`config.mk`:
```
export PLATFORM = sky130hd
export DESIGN_NAME = sb_param_switch_box
export DESIGN_NICKNAME = d
export VERILOG_FILES = /design/src/rtl/sb_pkg.sv /design/src/rtl/sb_out_mux.sv /design/src/rtl/sb_param_switch_box.sv
export SDC_FILE = /design/constraint.sdc
export NUM_CORES = 1
export LEC_CHECK = 0
export CORE_MARGIN = 2
export CORE_UTILIZATION = 53
export DETAILED_ROUTE_END_ITERATION = 10
export PLACE_DENSITY = 0.94
export SYNTH_ARGS = -nofsm -noshare
export SYNTH_HDL_FRONTEND = slang
export SYNTH_SLANG_ARGS = --single-unit
```
`constraint.sdc`:
```
create_clock -name clk -period 6.6 [get_ports clk]
set_input_delay 1.32 -clock clk [delete_from_list [all_inputs] [get_ports clk]]
set_output_delay 1.32 -clock clk [all_outputs]
set_load 0.05 [all_outputs]
```
`src/rtl/sb_pkg.sv`:
```
// Shared constants and helpers for the parametrised switch box.
// Holds select-width sizing, side numbering and the track permutation rule.
package sb_pkg;

    localparam int CFG_WORD_W = 32;

    localparam int SIDE_0 = 0;
    localparam int SIDE_1 = 1;
    localparam int SIDE_2 = 2;
    localparam int SIDE_3 = 3;
    localparam int NUM_SIDES = SIDE_3 + 1;

    // Each output can take one track from each of the three other sides.
    localparam int NUM_TRACK_SRC = 3;

    function automatic int sel_width(int num_pe);
        return $clog2(NUM_TRACK_SRC + num_pe);
    endfunction

    // Track on source side j feeding output track t of side s.
    // A side never sources itself; returning t keeps the function total.
    function automatic int src_track(int s, int t, int j, int n);
        if (j == s)
            return t;
        return (t + j + n - 1) % n;
    endfunction

endpackage

```
`src/rtl/sb_out_mux.sv`:
```
// One switch-box output: (3+NUM_PE):1 mux, WIRE_WIDTH bits wide.
// Ports: sel, track_in (3 side candidates), pe_in, out (zero on unused sel).
module sb_out_mux
    import sb_pkg::*;
#(
    parameter int WIRE_WIDTH = 1,
    parameter int NUM_PE = 1,
    parameter int SEL_W = 2
) (
    input  logic [SEL_W-1:0]                    sel,
    input  logic [NUM_TRACK_SRC*WIRE_WIDTH-1:0] track_in,
    input  logic [NUM_PE*WIRE_WIDTH-1:0]        pe_in,
    output logic [WIRE_WIDTH-1:0]               out
);

    always_comb begin
        out = '0;
        for (int k = 0; k < NUM_TRACK_SRC; k++)
            if (sel == SEL_W'(k))
                out = track_in[k*WIRE_WIDTH +: WIRE_WIDTH];
        for (int p = 0; p < NUM_PE; p++)
            if (sel == SEL_W'(NUM_TRACK_SRC + p))
                out = pe_in[p*WIRE_WIDTH +: WIRE_WIDTH];
    end

endmodule

```
`src/rtl/sb_param_switch_box.sv`:
```
// Double-buffered 4-side switch box: addressed shadow config, atomic commit.
// Ports: clk, reset (async high), in_wires, pe_outputs, out_wires,
// config_addr/data/en/commit, config_rd_data, config_pending.
// SB_OUT_REG_EN: register out_wires (1-cycle latency, async reset to 0).
module sb_param_switch_box
    import sb_pkg::*;
#(
    parameter int NUM_TRACKS = 4,
    parameter int WIRE_WIDTH = 1,
    parameter int NUM_PE = 1,
    localparam int SEL_W = sel_width(NUM_PE),
    localparam int NUM_OUT = NUM_SIDES * NUM_TRACKS,
    localparam int CFG_BITS = NUM_OUT * SEL_W,
    localparam int NUM_WORDS = (CFG_BITS + CFG_WORD_W - 1) / CFG_WORD_W,
    localparam int CFG_AW = (NUM_WORDS > 1) ? $clog2(NUM_WORDS) : 1,
    localparam int BUS_W = NUM_OUT * WIRE_WIDTH
) (
    input  logic                         clk,
    input  logic                         reset,
    input  logic [BUS_W-1:0]             in_wires,
    input  logic [NUM_PE*WIRE_WIDTH-1:0] pe_outputs,
    output logic [BUS_W-1:0]             out_wires,
    input  logic [CFG_AW-1:0]            config_addr,
    input  logic [CFG_WORD_W-1:0]        config_data,
    input  logic                         config_en,
    input  logic                         config_commit,
    output logic [CFG_WORD_W-1:0]        config_rd_data,
    output logic                         config_pending
);

    localparam int LAST_BITS = CFG_BITS - (NUM_WORDS - 1) * CFG_WORD_W;
    localparam logic [CFG_WORD_W-1:0] LAST_MASK =
        (LAST_BITS >= CFG_WORD_W) ? '1 :
        ((CFG_WORD_W'(1) << LAST_BITS) - CFG_WORD_W'(1));

    logic [CFG_WORD_W-1:0] shadow [NUM_WORDS];
    logic [CFG_BITS-1:0]   shadow_bits;
    logic [CFG_BITS-1:0]   active;
    logic [NUM_WORDS-1:0]  wr_sel;
    logic                  wr_any;
    logic [CFG_WORD_W-1:0] rd_word;
    logic [BUS_W-1:0]      out_comb;

    always_comb begin
        wr_sel  = '0;
        rd_word = '0;
        for (int w = 0; w < NUM_WORDS; w++) begin
            if (config_addr == CFG_AW'(w)) begin
                wr_sel[w] = config_en;
                rd_word   = shadow[w];
            end
        end
        wr_any = |wr_sel;
    end

    always_comb begin
        shadow_bits = '0;
        for (int b = 0; b < CFG_BITS; b++)
            shadow_bits[b] = shadow[b / CFG_WORD_W][b % CFG_WORD_W];
    end

    // Commit samples the pre-edge shadow, so a same-cycle write
    // stays pending for the next commit.
    always_ff @(posedge clk or posedge reset) begin
        if (reset) begin
            for (int w = 0; w < NUM_WORDS; w++)
                shadow[w] <= '0;
            active         <= '0;
            config_pending <= 1'b0;
            config_rd_data <= '0;
        end else begin
            for (int w = 0; w < NUM_WORDS; w++)
                if (wr_sel[w])
                    shadow[w] <= config_data &
                        ((w == NUM_WORDS - 1) ? LAST_MASK : '1);
            if (config_commit)
                active <= shadow_bits;
            if (wr_any)
                config_pending <= 1'b1;
            else if (config_commit)
                config_pending <= 1'b0;
            config_rd_data <= rd_word;
        end
    end

    for (genvar s = 0; s < NUM_SIDES; s++) begin : g_side
        for (genvar t = 0; t < NUM_TRACKS; t++) begin : g_trk
            localparam int O = s * NUM_TRACKS + t;
            logic [NUM_TRACK_SRC*WIRE_WIDTH-1:0] cand;
            for (genvar k = 0; k < NUM_TRACK_SRC; k++) begin : g_k
                localparam int J = (s + 1 + k) % NUM_SIDES;
                localparam int TR = src_track(s, t, J, NUM_TRACKS);
                assign cand[k*WIRE_WIDTH +: WIRE_WIDTH] =
                    in_wires[(J*NUM_TRACKS + TR)*WIRE_WIDTH +: WIRE_WIDTH];
            end
            sb_out_mux #(
                .WIRE_WIDTH(WIRE_WIDTH),
                .NUM_PE    (NUM_PE),
                .SEL_W     (SEL_W)
            ) u_mux (
                .sel     (active[O*SEL_W +: SEL_W]),
                .track_in(cand),
                .pe_in   (pe_outputs),
                .out     (out_comb[O*WIRE_WIDTH +: WIRE_WIDTH])
            );
        end
    end

`ifdef SB_OUT_REG_EN
    logic [BUS_W-1:0] out_q;
    always_ff @(posedge clk or posedge reset) begin
        if (reset)
            out_q <= '0;
        else
            out_q <= out_comb;
    end
    assign out_wires = out_q;
`else
    assign out_wires = out_comb;
`endif

endmodule

```
Word level (Yosys, flattened, before mapping)
Index checks and enable logic that the tools add are counted.
W data, S select, Z words.
{"block": "op_classes", "eq_ne": 48, "mux": 68, "n_reduce_logical": 17}
{"op": "$mux W1", "count": 67}
{"op": "$eq A2 B2 Y1 const B", "count": 32}
{"op": "$eq A2 B1 Y1 const B", "count": 16}
{"op": "$logic_not A2 Y1", "count": 16}
{"op": "$mux W32", "count": 1}
{"op": "$reduce_bool A2 Y1", "count": 1}
{"block": "totals", "regBits": 97, "output_inout_bits": 49, "word_cells": 137}

Longest topological paths before layout
Gate-level depths: netlist of run 1.
{"block": "depth", "ltp_word": 5, "mapped_depth": 4, "ltp_nobuf": 2}

Cells and area by module
From an unflattened synthesis of run 1, not the netlist that was laid out.
{"block": "unflattened", "hier_cells": 224, "area_unflattened_um2": 3943.8}
{"mod": "sb_param_switch_box", "instances": 1, "cells_per_inst": 208, "area_per_inst_um2": 3583.4, "seq_area_each_um2": 2427.3}
{"mod": "sb_out_mux", "instances": 16, "cells_per_inst": 1, "area_per_inst_um2": 22.5, "seq_area_each_um2": 0.0}

Least setup slack after synthesis of run 1
Ideal clock, no wire load.
{"block": "synth_timing", "path_kind": "in2out", "start": "input pe_outputs", "end": "output out_wires[0]", "t_arrival_ps": 2123, "required_ps": 5280, "slack_ps": 3157, "stages": 3, "path_buffers": 2, "path_cell_list": "clkbuf_1 -> mux4_2 -> buf_4"}
{"block": "synth_via", "elab_chain_cells": 1}
{"element": "start: declaration", "line": "sb_param_switch_box.sv:21", "rtl": "input logic [NUM_PE*WIRE_WIDTH-1:0] pe_outputs,"}
{"element": "$mux W1", "line": "sb_out_mux.sv:22", "rtl": "if (sel == SEL_W'(NUM_TRACK_SRC + p))"}
{"element": "end: declaration", "line": "sb_param_switch_box.sv:22", "rtl": "output logic [BUS_W-1:0] out_wires,"}
No other way between the ends.

Worst setup path in the final report of run 1
Ends and elaborated chain as after synthesis.

==> results of run 1 <==
[logic make-up after synthesis]
| family | synth area share |
|---|---|
| flops | 0.5967 |
| mux | 0.2925 |
| simple gates | 0.05137 |
| buf+inv | 0.05752 |
| compound gates | 0.001846 |
[synthesized netlist by cell type]
| cell | instances |
|---|---|
| a21o_1 | 1 |
| and2b_1 | 2 |
| buf_12 | 3 |
| buf_2 | 4 |
| buf_4 | 16 |
| buf_6 | 1 |
| clkbuf_1 | 4 |
| dfrtp_1 | 97 |
| inv_1 | 2 |
| mux2_2 | 35 |
| mux2_4 | 29 |
| mux4_2 | 16 |
| nor2b_1 | 31 |
[worst paths after layout]
kind / start / slack (ns) / to / cells past startpoint
worst min-delay path: config_pending / 0.49 / config_pending / 1
worst max-delay path: pe_outputs / 1.95 / out_wires[0] / 3
max in group asynchronous: reset / 4.12 / shadow[17] / 3
worst max register to register: shadow[10] / 5.77 / shadow[10] / 1
min in group asynchronous: reset / 1.19 / config_rd_data[15] / 2
worst min register to register: config_pending / 0.49 / config_pending / 1
[flip-flops by register name, summed over array words and instances (netlist names)]
signal,flops
active,32
config_pending,1
config_rd_data,32
shadow,32
[layer usage]
layer / part of all wire / track usage / wire length [um] / up-vias
met5: 0 / 0 / 0 / -
met4: 0.017 / 0.07071 / 144 / 0
met3: 0.064 / 0.05560 / 540 / 19
met2: 0.50 / 0.3438 / 4252 / 88
met1: 0.41 / 0.2872 / 3487 / 1155
li1: - / - / - / 998
[critical path: stages]
cell and delay [ns]:
clkdlybuf4s50_1 0.70, mux4_2 0.59, clkdlybuf4s50_1 0.72
[stage by stage]
stage | hold slack (ns) | power (mW) | cell area [um^2] | util | setup slack (ns)
after floorplan | 0.4729 | 1.092 | 4068 | - | 2.746
after global placement | 0.4726 | 1.211 | 5026 | 0.6856 | 1.991
after detailed placement | 0.4743 | 1.226 | 5026 | 0.6856 | 1.915
after CTS | 0.4942 | 1.678 | 5269 | 0.7187 | 1.916
after global routing | 0.5225 | 1.731 | 5269 | 0.7187 | 1.857
final | 0.4891 | 1.666 | 5269 | 0.7187 | 1.951
[final cells by class]
class,count,area share
Sequential cell,97,0.4607
Multi-Input combinational cell,114,0.2683
Timing Repair Buffer,106,0.1995
Clock buffer,10,0.02612
Tap cell,99,0.02351
Clock inverter,6,0.01995
Inverter,2,0.001900
[cell usage in the layout, fill, tap and decap left out]
cell type / n
nor2b_4: 1
inv_1: 1
mux2_2: 35
inv_4: 1
bufinv_16: 3
a21o_1: 1
clkinv_2: 3
buf_4: 4
mux2_4: 29
clkdlybuf4s50_1: 102
clkbuf_8: 10
nor2b_1: 30
and2b_1: 2
dfrtp_1: 97
mux4_2: 16
[report_power, final]
| group | switching (mW) | internal, mW | total, mW | leakage (nW) |
|---|---|---|---|---|
| clock | 0.195 | 0.260 | 0.455 | 0.126 |
| sequential | 0.0676 | 0.681 | 0.749 | 1.18 |
| combinational | 0.241 | 0.221 | 0.462 | 0.968 |
==> flow_metrics.tcl, run 1 <==
set metrics [dict create \
    grt_pass1_vias 2485 \
    cp.arrival_ns 3.33 \
    synth-seq-cells 97 \
    drv_cap 0 \
    track_usage 0.2144 \
    portBuffers 102 \
    dr.pass1.iters 4 \
    place_hpwl_um 5974 \
    finalHoldViolCount 0 \
    drc_errors 0 \
    finalNonFillerCells 434 \
    fp-row-count 31 \
    routed_wl_um 8424 \
    synth_top_area_frac 0.5967 \
    nFillCells 490 \
    die_x_um 91.61 \
    antenna_cells 0 \
    hold_class "reg2reg" \
    ys_top_cells_by_area "dfrtp_1 60%, mux2_4 11%, mux2_2 9.7%" \
    final.setup.tns_ns 0 \
    p_per_area_nw_per_um2 316.3 \
    antenna_found_initial 0 \
    multi_input_area_um2 1414 \
    relSlewSlack 0.2526 \
    grt_start_max_net_pins 92 \
    synth_top_cell_by_area "dfrtp_1" \
    clock-sinks 97 \
    cts_buffer_depth 2 \
    drt.antenna.violating_nets 0 \
    cts_hold_buf 0 \
    fin_nets 384 \
    synth_fp_nets 295 \
    cp.required_ns 5.28 \
    start_kind "input port" \
    worst_clock_skew_ns 0.006660 \
    finalSetupViolCount 0 \
    place.gp.congestion 0.8638 \
    period_needed_ns 4.649 \
    wire_per_inst_um 19.41 \
    ctsResizeCount 0 \
    clockRootBuffer "clkbuf_8" \
    clk_pin_slew_worst_paths_ns 0.09 \
    area.growth.synth_to_final_pct 29.53 \
    critical_path_class "in2out" \
    start_util 0.5549 \
    status "completed" \
    post_drt_via_cell_ratio 5.207 \
    worst_setup_path_end_kind "output pin" \
    register_area_um2 2427 \
    dieArea_um2 8391 \
    syn_inst 241 \
    ctsHtreeMaxLevel 3 \
    clock_latency_ns 0.35 \
    numCtsBuffers 9 \
    dp_cells 418 \
    ios 103 \
    cts_tree "built" \
    rsz0062_at_grt "false" \
    ys.warnings.count 0 \
    peakVddDrop_mv 0.1517 \
    cts_setup_buffers 0 \
    power.leakage_nw 2.272 \
    final.period_utilization 0.7044 \
    grt_pass1_wl_um 13500 \
    grt_overflow_total 0 \
    vias 2260 \
    syn-mean-instance-area_um2 16.88 \
    tightestPinTransition_ns 1.121 \
    syn-cell-area_um2 4068 \
    fp.dieH_um 91.61 \
    path_max_fanout 16 \
    max_freq_mhz 215.1 \
    maxSlewViolCount 0 \
    drive_above_1_share 0.3045 \
    drtIter0Drc 94 \
    ys_seq_area_frac 0.5967 \
    synth_cell_types 13 \
    coreArea_um2 7331 \
]
No activity file was read; power rests on OpenSTA's default activity.
==> run 2: changes to the inputs <==
Settings changed: CORE_UTILIZATION 53 to 44, PLACE_DENSITY 0.94 to 0.85.
Clock period 6.6 ns to 3.8 ns, I/O delays scaled along.
==> flow_metrics.tcl, run 2 (same netlist as run 1, synthesis figures left out) <==
set metrics [dict create \
    period_needed_ns 3.593 \
    clk_pin_slew_worst_paths_ns 0.09 \
    fin_nets 386 \
    coreArea_um2 9109 \
    drtIter0Drc 39 \
    start_kind "input port" \
    clock-sinks 97 \
    reg2regPathDepth 1 \
    tightestPinTransition_ns 0.6909 \
    grt_pass1_wl_um 13280 \
    drv_cap 0 \
    multi_input_area_um2 1414 \
    critical_path_class "in2out" \
    dr.pass1.iters 4 \
    final.setup.tns_ns 0 \
    rsz0062_at_grt "false" \
    maxSlewViolCount 0 \
    largestRegisters "active: 32 flops, config_rd_data: 32 flops, shadow: 32 flops" \
    power.leakage_nw 2.234 \
    reg2reg_from "active[28]" \
    ctsResizeCount 0 \
    register_area_um2 2427 \
    drive_above_1_share 0.3086 \
    wire_per_inst_um 18.85 \
    p_per_area_nw_per_um2 516.7 \
    ios 103 \
    dieArea_um2 10030 \
    nFillCells 751 \
    drc_errors 0 \
    final.period_utilization 0.9454 \
    grt_start_max_net_pins 58 \
    start_util 0.4466 \
    worst_clock_skew_ns 0.01492 \
    cp.arrival_ns 2.83 \
    hold_depth 1 \
    die_x_um 100.2 \
    numCtsBuffers 9 \
    total_power_mw 2.704 \
    antenna_cells 0 \
    post_drt_via_cell_ratio 5.063 \
    place.gp.congestion 0.7443 \
    fin_area_um2 5233 \
    relSlewSlack 0.5394 \
    regToRegSetupSlack_ns 2.97 \
    final_cell_mix "102 x clkdlybuf4s50_1, 97 x dfrtp_1, 35 x mux2_2" \
    cts_tree "built" \
    clockRootBuffer "clkbuf_8" \
    fp.dieH_um 100.2 \
    place_area_um2 5056 \
    track_usage 0.1794 \
    fp-row-count 35 \
    drt.antenna.violating_nets 0 \
    vias 2268 \
    hold_class "reg2reg" \
    place_hpwl_um 6240 \
    grt_overflow_total 0 \
    worst_setup_path_end_kind "output pin" \
    clock_latency_ns 0.36 \
    area.growth.synth_to_final_pct 28.64 \
    path_max_fanout 16 \
    finalHoldViolCount 0 \
    status "completed" \
    finalSetupViolCount 0 \
    ctsHtreeMaxLevel 3 \
    antenna_found_initial 0 \
    setup.worst_path.start "pe_outputs" \
    routed_wl_um 8444 \
    max_freq_mhz 278.4 \
    peakVddDrop_mv 0.2468 \
    cts_setup_buffers 0 \
    min_from "config_pending" \
    layout_commonest_cell "clkdlybuf4s50_1" \
    cp.required_ns 3.04 \
    cts_buffer_depth 2 \
    portBuffers 102 \
    grt_pass1_vias 2428 \
    cts_hold_buf 0 \
]
[run 2: path summary, 6_finish.rpt]
path / endpoint
max: out_wires[12]
min: config_pending
max reg2reg: active[28]
min reg2reg: config_pending
max in group asynchronous: active[13]
min in group asynchronous: config_rd_data[14]
[run 2: where the power goes]
part	switching, mW	internal [mW]
Clock	0.359	0.241
Sequential	0.120	1.18
Combinational	0.415	0.385
Total	0.894	1.81
[run 2: worst max-delay path, cell delays in order]
cell and delay (ns):
clkdlybuf4s50_1 0.74, mux4_2 0.61, clkdlybuf4s50_1 0.72
[run 2: metal layers]
metal	share of wire	up-vias	routed length, um	global-route usage
met5	0	-	0	0
met4	0.024	0	204	0.06955
met3	0.046	15	389	0.04248
met2	0.48	74	4057	0.2834
met1	0.45	1173	3794	0.2426
li1	-	1006	-	-
[run 2: layout make-up]
type / instances / area share
multi-input cells: 114 / 0.2702
well taps: 111 / 0.02654
clock inverters: 7 / 0.01004
clock buffers: 9 / 0.02367
inverters: 2 / 0.001913
flip-flops and latches: 97 / 0.4639
repair buffers: 108 / 0.2037
[run 2: per-stage QoR]
| step | hold WS (ns) | instances | worst slack [ns] | util |
|---|---|---|---|---|
| 2_1_floorplan | 0.4729 | 241 | 0.5063 | - |
| 3_3_place_gp | 0.4745 | 432 | 0.2803 | 0.5551 |
| 3_5_place_dp | 0.4822 | 432 | 0.1832 | 0.5551 |
| 4_1_cts | 0.5032 | 448 | 0.1874 | 0.5745 |
| 5_1_grt | 0.5303 | 448 | 0.1823 | 0.5745 |
| 6_report | 0.4958 | 448 | 0.2074 | 0.5745 |
==> run 3: changes to the inputs <==
Settings changed: HOLD_SLACK_MARGIN set to 0.1, RECOVER_POWER set to 50.
==> flow_metrics.tcl, run 3 (same netlist as run 1, synthesis figures left out) <==
set metrics [dict create \
    status "finished with violations" \
    violations "max-capacitance violations, max-slew violations" \
    layout_commonest_cell "clkdlybuf4s50_1" \
    routed_wl_um 8453 \
    drv_cap 3 \
    finalSetupViolCount 0 \
    start_kind "input port" \
    drt.antenna.violating_nets 0 \
    grt_overflow_total 0 \
    worst_setup_path_end_kind "output pin" \
    worst-path-buf-inv 2 \
    grt_start_max_net_pins 58 \
    dr.pass1.iters 4 \
    cp_slowest_cell "clkdlybuf4s50_1" \
    crit_family "buffers and inverters" \
    cts_tree "built" \
    drc_errors 0 \
    hold_class "reg2reg" \
    place_hpwl_um 6240 \
    grt_pass1_wl_um 13280 \
    reg2reg_from "active[28]" \
    maxSlewViolCount 92 \
    fin_nets 386 \
    crit_path_frequent_cell "clkdlybuf4s50_1" \
    clockRootBuffer "clkbuf_8" \
    cts_buffer_depth 2 \
    reg2regPathDepth 1 \
    post_drt_via_cell_ratio 5.045 \
    worst_r2r_endpoint "active[28]" \
    clock_latency_ns 0.36 \
    power.leakage_nw 2.223 \
    relSlewSlack -0.4015 \
    ctsHtreeMaxLevel 3 \
    clk_pin_slew_worst_paths_ns 0.09 \
    cp.required_ns 3.04 \
    nFillCells 754 \
    grt_pass1_vias 2428 \
    place_area_um2 5056 \
    cpPeakStageDelay_ns 0.74 \
    area.growth.synth_to_final_pct 28.18 \
    portBuffers 102 \
    critical_path_class "in2out" \
    numCtsBuffers 9 \
    crit_end "out_wires[12]" \
    fp-row-count 35 \
    ctsResizeCount 0 \
    dieArea_um2 10030 \
    place.gp.congestion 0.7443 \
    period_needed_ns 3.604 \
    largestRegisters "active: 32 flops, config_rd_data: 32 flops, shadow: 32 flops" \
    cts_setup_buffers 0 \
    final_cell_mix "99 x clkdlybuf4s50_1, 97 x dfrtp_1, 35 x mux2_2" \
    peakVddDrop_mv 0.2471 \
    antenna_found_initial 0 \
    regToRegSetupSlack_ns 2.96 \
    drive_above_1_share 0.2967 \
    clock-sinks 97 \
    crit_chain "clkdlybuf4s50_1 > mux4_2 > clkdlybuf4s50_1" \
    wire_per_inst_um 18.87 \
    final.setup.tns_ns 0 \
    finalHoldViolCount 0 \
    track_usage 0.1794 \
    start_util 0.4466 \
    ios 103 \
    final.period_utilization 0.9485 \
    fin_area_um2 5214 \
    fp.dieH_um 100.2 \
    cp.arrival_ns 2.84 \
    die_x_um 100.2 \
    total_power_mw 2.704 \
    cts_hold_buf 0 \
    worst_clock_skew_ns 0.01223 \
    coreArea_um2 9109 \
    path_max_fanout 16 \
    rsz0062_at_grt "false" \
    tightestPinTransition_ns 2.100 \
    drtIter0Drc 39 \
    setup.worst_path.start "pe_outputs" \
    p_per_area_nw_per_um2 518.6 \
    max_freq_mhz 277.4 \
    cp.depth 3 \
    vias 2260 \
    antenna_cells 0 \
]
-- run 3: power breakdown --
group	switching [mW]	total [mW]	leakage, nW	internal, mW
combinational	0.415	0.800	0.967	0.385
sequential	0.120	1.30	1.18	1.18
clock	0.360	0.601	0.0783	0.241
total	0.895	2.70	2.22	1.81
-- run 3: per-stage QoR --
stage	util	hold WS, ns	instances	worst slack (ns)
after CTS	0.5745	0.5032	448	0.1874
final	0.5724	0.4958	448	0.1957
after global routing	0.5724	0.5303	448	0.1823
after detailed placement	0.5551	0.4822	432	0.1832
after floorplan	-	0.4729	241	0.5063
after global placement	0.5551	0.4745	432	0.2803
-- run 3: metal layers --
layer  wire length [um]  GRT usage  up-vias
li1                   -          -     1007
met1               3812     0.2426     1164
met2               4051     0.2834       74
met3                390    0.04248       15
met4                199    0.06955        0
met5                  0          0        -
-- run 3: layout make-up --
class	count	area, um^2	share of cell area
Timing Repair Buffer	108	1050	0.2013
Inverter	2	7.507	0.001440
Clock inverter	7	52.55	0.01008
Tap cell	111	138.9	0.02664
Multi-Input combinational cell	114	1414	0.2712
Clock buffer	9	123.9	0.02376
Sequential cell	97	2427	0.4656
-- run 3: worst min path at each step --
stage	slack, ns	depth (start not counted)	startpoint	end
detailed placement	0.48	1	config_pending	config_pending
global placement	0.47	1	config_pending	config_pending
floorplan	0.47	1	shadow[14]	config_rd_data[14]
global route	0.53	1	config_pending	config_pending
finish	0.50	1	config_pending	config_pending
CTS	0.50	1	config_pending	config_pending
